`config.mk`:
```
export PLATFORM = sky130hd
export DESIGN_NAME = alu_cmd_sequencer
export DESIGN_NICKNAME = d
export VERILOG_FILES = /design/src/rtl/alu_cmd_sequencer.sv
export SDC_FILE = /design/constraint.sdc
export NUM_CORES = 1
export LEC_CHECK = 0
export CAP_MARGIN = 20
export CORE_ASPECT_RATIO = 2
export CORE_MARGIN = 2
export CORE_UTILIZATION = 30
export CTS_CLUSTER_SIZE = 20
export DETAILED_ROUTE_END_ITERATION = 10
export PLACE_DENSITY = 0.66
export SYNTH_ARGS = -nofsm -noshare
export SYNTH_HDL_FRONTEND = slang
export SYNTH_SLANG_ARGS = --single-unit
export TNS_END_PERCENT = 1
```
`constraint.sdc`:
```
create_clock -name clk -period 2.8 [get_ports clk]
set_input_delay 0.42 -clock clk [delete_from_list [all_inputs] [get_ports clk]]
set_output_delay 0.42 -clock clk [all_outputs]
set_load 0.1 [all_outputs]
```
`src/rtl/alu_cmd_sequencer.sv`:
```
// Command sequencer for a combinational 4-bit ALU. It accepts one command at a time,
// holds the ALU inputs for SETTLE_CYCLES edges, captures f into the accumulator and returns it.
module alu_cmd_sequencer #(
    parameter int WIDTH         = 4,
    parameter int SETTLE_CYCLES = 1
) (
    input  logic             clk,
    input  logic             rst_n,
    input  logic             cmd_valid,
    output logic             cmd_ready,
    input  logic             cmd_load,
    input  logic [2:0]       cmd_op,
    input  logic [WIDTH-1:0] cmd_data,
    output logic [WIDTH-1:0] alu_a,
    output logic [WIDTH-1:0] alu_b,
    output logic [2:0]       alu_s,
    input  logic [WIDTH-1:0] alu_f,
    output logic             res_valid,
    input  logic             res_ready,
    output logic [WIDTH-1:0] res_data,
    output logic             res_zero,
    output logic [WIDTH-1:0] acc
);

    localparam int CNT_W = $clog2(SETTLE_CYCLES + 1);

    typedef enum logic [1:0] {
        S_IDLE   = 2'd0,
        S_SETTLE = 2'd1,
        S_RESP   = 2'd2
    } state_t;

    state_t             r_state;
    logic [CNT_W-1:0]   r_cnt;
    logic [WIDTH-1:0]   r_acc;
    logic [WIDTH-1:0]   r_alu_a;
    logic [WIDTH-1:0]   r_alu_b;
    logic [2:0]         r_alu_s;
    logic               r_cmd_ready;
    logic               r_res_valid;
    logic [WIDTH-1:0]   r_res_data;
    logic               r_res_zero;
    logic               w_cmd_fire;
    logic               w_res_fire;
    logic               w_settle_done;

    assign w_cmd_fire    = cmd_valid && r_cmd_ready;
    assign w_res_fire    = r_res_valid && res_ready;
    assign w_settle_done = (r_cnt == CNT_W'(1));

    always_ff @(posedge clk or negedge rst_n) begin
        if (!rst_n) begin
            r_state     <= S_IDLE;
            r_cnt       <= '0;
            r_acc       <= '0;
            r_alu_a     <= '0;
            r_alu_b     <= '0;
            r_alu_s     <= '0;
            r_cmd_ready <= 1'b1;
            r_res_valid <= 1'b0;
            r_res_data  <= '0;
            r_res_zero  <= 1'b1;
        end else begin
            case (r_state)
                S_IDLE: begin
                    if (w_cmd_fire) begin
                        r_cmd_ready <= 1'b0;
                        if (cmd_load) begin
                            r_acc       <= cmd_data;
                            r_res_data  <= cmd_data;
                            r_res_zero  <= (cmd_data == '0);
                            r_res_valid <= 1'b1;
                            r_state     <= S_RESP;
                        end else begin
                            // Snapshot acc so the ALU sees a stable a while f settles.
                            r_alu_a <= r_acc;
                            r_alu_b <= cmd_data;
                            r_alu_s <= cmd_op;
                            r_cnt   <= CNT_W'(SETTLE_CYCLES);
                            r_state <= S_SETTLE;
                        end
                    end
                end
                S_SETTLE: begin
                    r_cnt <= r_cnt - CNT_W'(1);
                    if (w_settle_done) begin
                        r_acc       <= alu_f;
                        r_res_data  <= alu_f;
                        r_res_zero  <= (alu_f == '0);
                        r_res_valid <= 1'b1;
                        r_state     <= S_RESP;
                    end
                end
                S_RESP: begin
                    if (w_res_fire) begin
                        r_res_valid <= 1'b0;
                        r_cmd_ready <= 1'b1;
                        r_state     <= S_IDLE;
                    end
                end
                default: begin
                    r_state     <= S_IDLE;
                    r_cmd_ready <= 1'b1;
                    r_res_valid <= 1'b0;
                end
            endcase
        end
    end

    assign cmd_ready = r_cmd_ready;
    assign alu_a     = r_alu_a;
    assign alu_b     = r_alu_b;
    assign alu_s     = r_alu_s;
    assign res_valid = r_res_valid;
    assign res_data  = r_res_data;
    assign res_zero  = r_res_zero;
    assign acc       = r_acc;

endmodule
```
[After elaboration in Yosys (flattened, before gate mapping)]
Index checks and enable logic that the tools add are counted.
Cells by class
  eq/ne operators: 7
  reduce and logical (&&, ||, !) cells: 12
  muxes and demuxes: 24
  $add $sub $neg: 1
  bitwise gates (word level): 2
Operators with widths (number)
  4-bit 2-to-1 mux: 3
  3-bit AND reduction: 4
  1-bit 2-to-1 mux: 11
  2-bit != test, second input constant: 5
  4-bit zero test: 2
  2-bit 2-to-1 mux: 4
  4-bit case mux with 2 select lines: 1
  4-bit AND reduction: 2
  1-bit case mux with 3 select lines: 2
  2-bit case mux with 3 select lines: 1
  1-bit case mux with 2 select lines: 2
  2-bit by 1-bit == test with 1-bit output, second input constant: 1
  2-bit == test, second input constant: 1
  1-bit logical AND: 2
  2-bit zero test: 1
  1-bit NOT: 2
  2-bit nonzero test: 1
  1-bit subtractor, second input constant: 1
Storage, ports and cells
  word-level logic and storage cells: 55
  input bits: 16
  output and inout port bits: 22
  bits in registers: 21

[Logic depth before layout (Yosys ltp)]
Gate-level depths: netlist of run 1.
  word-level depth: 4
  depth in mapped cells: 4

[Worst setup path after synthesis of run 1]
OpenSTA, ideal clock, no wires.
  path type: reg-to-reg
  from: reg r_cmd_ready (netlist: cmd_ready)
  to: reg r_alu_a[1] (netlist: alu_a[1])
  stages on the path, launching flop included: 5
  required time: 2.674 ns
  buffers on the path: 1
  setup time: 0.126 ns
  arrival time: 1.910 ns
  slack: 0.764 ns
  cell sequence: dfstp_2 nand2_1 or4_4 buf_6 mux2_4
Between the ends
  longest elaborated chain between the ends: 2
RTL lines
  from (decl): RTL line 39  | logic r_cmd_ready;
  from (signal assigned): RTL line 59  | r_cmd_ready <= 1'b1;
  from (signal assigned): RTL line 67  | r_cmd_ready <= 1'b0;
  from (signal assigned): RTL line 97  | r_cmd_ready <= 1'b1;
  1-bit logical AND: RTL line 47  | assign w_cmd_fire = cmd_valid && r_cmd_ready;
  3-bit AND reduction (no source line)
  to (signal assigned): RTL line 76  | r_alu_a <= r_acc;
  to (decl): RTL line 36  | logic [WIDTH-1:0] r_alu_a;
Every way passes these cells.
A chain may end at the register's enable or synchronous reset.

[Worst setup path after layout of run 1]
  from: in cmd_valid
  to: reg r_alu_s[2] (netlist: alu_s[2])
Between the ends
  longest elaborated chain between the ends: 2
RTL lines
  from (decl): RTL line 9  | input logic cmd_valid,
  1-bit logical AND: RTL line 47
  3-bit AND reduction (no source line)
  to (signal assigned): RTL line 78  | r_alu_s <= cmd_op;
  to (decl): RTL line 38  | logic [2:0] r_alu_s;
Every way passes these cells.

==> metrics.txt, run 1 <==
DP HPWL=about 1.5 mm; Yosys warnings=0; most common library cell in the layout ignoring fill and taps=buf_4; die area=roughly 3800 µm²; Core Footprint=~3200 µm²; critical path's largest stage delay=roughly 0.56 ns; Detailed Routing Iterations Pass 1=2; # diodes=0; syn nets=87; all-layer global routing usage=10.6%; Synth Instances=71; Reg2Reg Setup Slack=1.14 ns; sequential share of the synthesized area=52.9%; Slew HR=37.7%; most frequent cells in the layout=22 x buf_4, 19 x dfrtp_1, 15 x clkdlybuf4s50_1, 12 x mux2_2, 9 x mux2_4; Post-Syn Area=between 900 and 1000 µm²; R2R cell count=3; Arrival @ worst endpoint=about 1.9 ns; DIE HEIGHT=about 86 µm; Initial Utilization=between 30% and 40%; Final Cycle Share=between 60% and 70%; synthesized flop and latch total=21; Hold Path Depth=1; share of layout cells above drive strength 1=49.1%; root buffer cell=clkbuf_8; routed length per instance=around 14 µm; Worst-Skew Late Latency=about 0.26 ns; final hold violations=0; clock transition at the registers of the reported paths=approximately 0.080 ns; post-synthesis cell type count=20; clock period minus worst slack=1.76 ns; postcts setup bufs=0; Post-Route WL=approximately 2.0 mm; vias=just under 700; Die X=roughly 45 µm; TritonCTS Buffers=3; CTS tree=yes; Setup Crit Path Kind=in2reg; residual DRC count=0; Slew Limit Fails=0; synthesis-to-layout area growth=34.8%; placed cells=about 130; DRT antenna net count=0; crit path from=cmd_valid; Core Rows=29; initial antenna violation count=0; first-pass GRT wire length=between 3 and 4 mm; H-tree levels=1; CTS Hold Bufs=0; Port Buffers=37; Crit-path slowest cell=or4_4; largest net degree at the start of global routing=22; reg2reg end=alu_s[2]; CP endpoint=alu_s[2]; setup_tns=0 ns; crit start category=input port; Least-Margin Pin Slew=approximately 0.93 ns; MaxCap Viol Count=0; Final GP Congestion=between 0.7 and 0.8; Worst Clk Skew=~0.0020 ns; via/cell ratio=between 4 and 5; CTS Sinks=21; crit-path cells=clkdlybuf4s50_1, nand2_1, or4_4, mux2_4; total gr overflow=0; CP Capture Type=flop; Reg-to-Reg Start=cmd_ready; Avg Cell Area, Syn=about 14 µm²; critical path data required time=2.94 ns; post-cts gate resize count=0; outcome=complete, no violations; Clock Tree Buf Depth=2; critical path fanouts, max=12; Iter 0 DRT Violations=7; NumNets Final=123; min-delay worst type=reg2reg; num ports=38; Final Non-Filler Cells=~140; Highest Clock Rate=approximately 570 MHz; RSZ-0062 raised after global routing=no; final setup vio count=0; vias in the first global route=670
## final cells by class
| class | count | area (µm²) |
|---|---|---|
| Fill cell | 297 | 1810 |
| Clock buffer | 4 | 45.0 |
| Tap cell | 31 | 38.8 |
| Multi-Input combinational cell | 42 | 409 |
| Sequential cell | 21 | 528 |
| Inverter | 2 | 7.51 |
| Timing Repair Buffer | 37 | 315 |
## cells in the mapped netlist
cell,instances,share of area [%]
dfrtp_1,19,48
mux2_2,12,14
mux2_4,9,14
buf_4,4,3.0
nand2_1,4,1.5
a21oi_1,2,1.0
a31o_2,2,1.8
buf_6,2,2.3
dfstp_2,2,5.3
inv_1,2,0.75
nand4b_1,2,1.8
nor4_1,2,1.3
o21ai_0,2,1.0
a21oi_2,1,0.88
nand2b_1,1,0.63
nor2b_1,1,0.63
o21a_1,1,0.75
o22a_1,1,0.88
o31ai_1,1,0.75
or4_4,1,1.1
## worst min path at each step
| stage | from | end |
|---|---|---|
| 2_1_floorplan | rst_n | alu_a[0] |
| 3_5_place_dp | r_cnt | r_cnt |
| 4_1_cts | r_cnt | r_cnt |
| 5_1_grt | r_cnt | r_cnt |
| 6_report | r_cnt | r_cnt |
| 3_3_place_gp | r_cnt | r_cnt |
## kinds of logic (layout without fill, tap and decap cells)
logic type             after synthesis  in the layout  share of synthesized area [%]
multiplexers                        21             21                           27.1
flip-flops                          21             21                           52.9
AND/OR/NAND/NOR                     11             11                           6.90
AO/OA/AOI/OAI                       10             10                           7.03
buffers and inverters                8             43                           6.02
## flip-flops by register name, summed over array words and instances (netlist names)
name	count
alu_b	4
res_valid	1
res_data	4
alu_a	4
cmd_ready	1
alu_s	3
r_cnt	1
r_state	2
res_zero	1
## routing by layer
layer | track usage [%] | share of wire [%] | up-vias
li1 | - | - | 320
met1 | 13.9 | 41 | 321
met2 | 16.5 | 48 | 30
met3 | 2.32 | 8.4 | 5
met4 | 4.13 | 1.8 | 0
met5 | 0 | 0 | -
## worst max-delay path, delay by kind of cell
kind                   cells  cell delay [ns]
buffers and inverters      1             0.49
multiplexers               1             0.34
AND/OR/NAND/NOR            2             0.65
## per-stage QoR
step / area, µm² / util [%] / hold slack (ns) / worst slack [ns]
global placement: 1300 / 41.1 / 0.485 / 0.786
CTS: 1340 / 42.6 / 0.506 / 1.04
detailed placement: 1300 / 41.1 / 0.492 / 0.772
global route: 1340 / 42.6 / 0.527 / 1.03
finish: 1340 / 42.6 / 0.503 / 1.04
floorplan: 997 / - / 0.124 / 0.764
Power of run 1 is left out: the tool's default activity adds up to more than one toggle a clock period on the data nets, which glitch-free logic cannot reach.
==> inputs of run 2 (changes only) <==
--- a/config.mk
+++ b/config.mk
@@ -11,7 +11,7 @@
 export CORE_UTILIZATION = 30
 export CTS_CLUSTER_SIZE = 20
 export DETAILED_ROUTE_END_ITERATION = 10
-export PLACE_DENSITY = 0.66
+export PLACE_DENSITY = 0.68
 export SYNTH_ARGS = -nofsm -noshare
 export SYNTH_HDL_FRONTEND = slang
 export SYNTH_SLANG_ARGS = --single-unit
==> constraint.sdc (replaced) <==
create_clock -name clk -period 1.5 [get_ports clk]
set_input_delay 0.225 -clock clk [delete_from_list [all_inputs] [get_ports clk]]
set_output_delay 0.225 -clock clk [all_outputs]
set_load 0.1 [all_outputs]
==> run 2 against run 1 <==
  * The run now ends with setup timing left
  * Routed wire length up 11%
  * Highest routed layer unchanged
  * Core utilization increased by 12 points
  * Cell count rose by 8.0%
  * Die area is the same
  * Global-route usage increased by 2.5 points
  * Worst hold slack got worse by 0.20 ns
  * Cell area is 27% higher
  * Flip-flop and latch count is the same
  * Setup slack worse by 1.2 ns
  * Sequential share of layout area fell by 8.2 points
  * Largest cell class is now buffers
  * Clock skew up 0.00088 ns
==> metrics.txt, run 2 (synthesis results as in run 1) <==
DRT antenna net count=0 (unchanged); TritonCTS Buffers=3 (unchanged); Port Buffers=37 (unchanged); DP HPWL=1.84 mm (+23%); routed length per instance=14.8 µm (+2.5%); # diodes=0 (unchanged); CTS Hold Bufs=0 (unchanged); vias in the first global route=799 (+19%); fillers=268 (-9.8%); crit start category=flop; Final Cycle Share=111%; setup_tns=-2.27 ns (-2.27 ns); Final Non-Filler Cells=148 (+8.0%); critical path data required time=1.64 ns (-1.30 ns); dpl ws=-0.295 ns (-1.07 ns); Clock Tree Buf Depth=2 (unchanged); final hold violations=0 (unchanged); largest net degree at the start of global routing=22 (unchanged); Slew HR=82.3% (+45 points); num ports=38 (unchanged); most common library cell in the layout ignoring fill and taps=buf_12; Highest Clock Rate=~600 MHz; Initial Utilization=31.6% (unchanged); met2 wire len=1.29 mm (+35%); initial antenna violation count=0 (unchanged); met3 wire len=87 µm (-48%); min-delay worst type=in2async; Setup Crit Path Kind=reg2reg; sequential cell area=532 µm² (+0.71%); Core Rows=29 (unchanged); Reg-to-Reg Start=cmd_ready; residual DRC count=0 (unchanged); most frequent cells in the layout=22 x buf_12, 19 x dfrtp_1, 15 x clkdlybuf4s50_1, 12 x mux2_2, 11 x buf_4; vias=727 (+7.5%); failing checks=setup timing; final setup vio count=16 (+16); Detailed Routing Iterations Pass 1=4 (+2); root buffer cell=clkbuf_8; die area=3830 µm² (unchanged); Die X=44.8 µm (unchanged); first-pass GRT wire length=3.72 mm (+22%); Post-Route WL=2.19 mm (+11%); min setup slack post-route=-0.164 ns (-1.21 ns); crit path from=cmd_ready; H-tree levels=1 (unchanged); outcome=complete, but fails checks; MaxCap Viol Count=0 (unchanged); all-layer global routing usage=13.1% (+2.5 points); multi-input logic area=412 µm² (+0.61%); Worst-Skew Late Latency=0.25 ns (about the same); clock transition at the registers of the reported paths=0.07 ns (about the same); postcts setup bufs=0 (unchanged); via/cell ratio=4.91 (-0.45%); DIE HEIGHT=85.5 µm (unchanged); share of layout cells above drive strength 1=54.7% (+5.6 points); CTS Sinks=21 (unchanged); NumNets Final=134 (+8.9%); Least-Margin Pin Slew=0.266 ns (-0.666 ns); clock period minus worst slack=about 1.7 ns; synthesis-to-layout area growth=71.3%; Slew Limit Fails=0 (unchanged); placed cells=144 (+8.3%); total gr overflow=0 (unchanged); critical path fanouts, max=12 (unchanged); Iter 0 DRT Violations=11 (+4); CP Capture Type=flop; Final GP Congestion=0.731 (-5.0%); M1 wire length=761 µm (-7.2%); Core Footprint=3160 µm² (unchanged); uppermost routed layer=met4; Worst Clk Skew=0.00289 ns (+0.000884 ns); RSZ-0062 raised after global routing=yes; CTS tree=yes; Arrival @ worst endpoint=1.80 ns (-0.10 ns)
run 2: cell count changes in the layout (fill, tap and decap cells not counted), sizes merged:
cell	previous run	this run
buf	22	33
run 2: path summary, 6_finish.rpt:
check / end / slack, ns / cells past startpoint
min in group clk: r_cnt / 0.51 / 1
worst max register to register: alu_s[0] / -0.16 / 3
worst min register to register: r_cnt / 0.51 / 1
worst min-delay path: res_valid / 0.30 / 2
max in group asynchronous: res_zero / 0.92 / 2
worst max-delay path: alu_s[0] / -0.16 / 3
run 2: final cells by class:
class	instances	area share, %
Tap cell	31	2.27
Multi-Input combinational cell	42	24.1
Inverter	2	0.440
Timing Repair Buffer	48	39.4
Clock buffer	4	2.64
Sequential cell	21	31.1
run 2: layer usage:
metal  GRT usage (%)  up-vias
met5               0        -
met4            6.06        0
met3            1.05        4
met2            23.6       24
met1            14.6      352
li1                -      347
run 2: per-stage QoR:
stage          hold slack [ns]  utilization, %  instance area (µm²)
3_5_place_dp             0.493            52.7                 1660
3_3_place_gp             0.499            52.7                 1660
5_1_grt                  0.343            54.1                 1710
2_1_floorplan          -0.0706               -                 1000
4_1_cts                  0.313            54.1                 1710
6_report                 0.304            54.1                 1710
run 2: worst max-delay path: stages, from the launching register on:
cell and delay, ns:
dfstp_4 0.62, nand2_2 0.05, or4_4 0.55, mux2_4 0.33
run 2: timing repair:
item	CTS	global route
cloned	0	0
endpoints found under the setup margin	16	16
gates resized for setup	0	0
Power of run 2 is left out for the same reason.
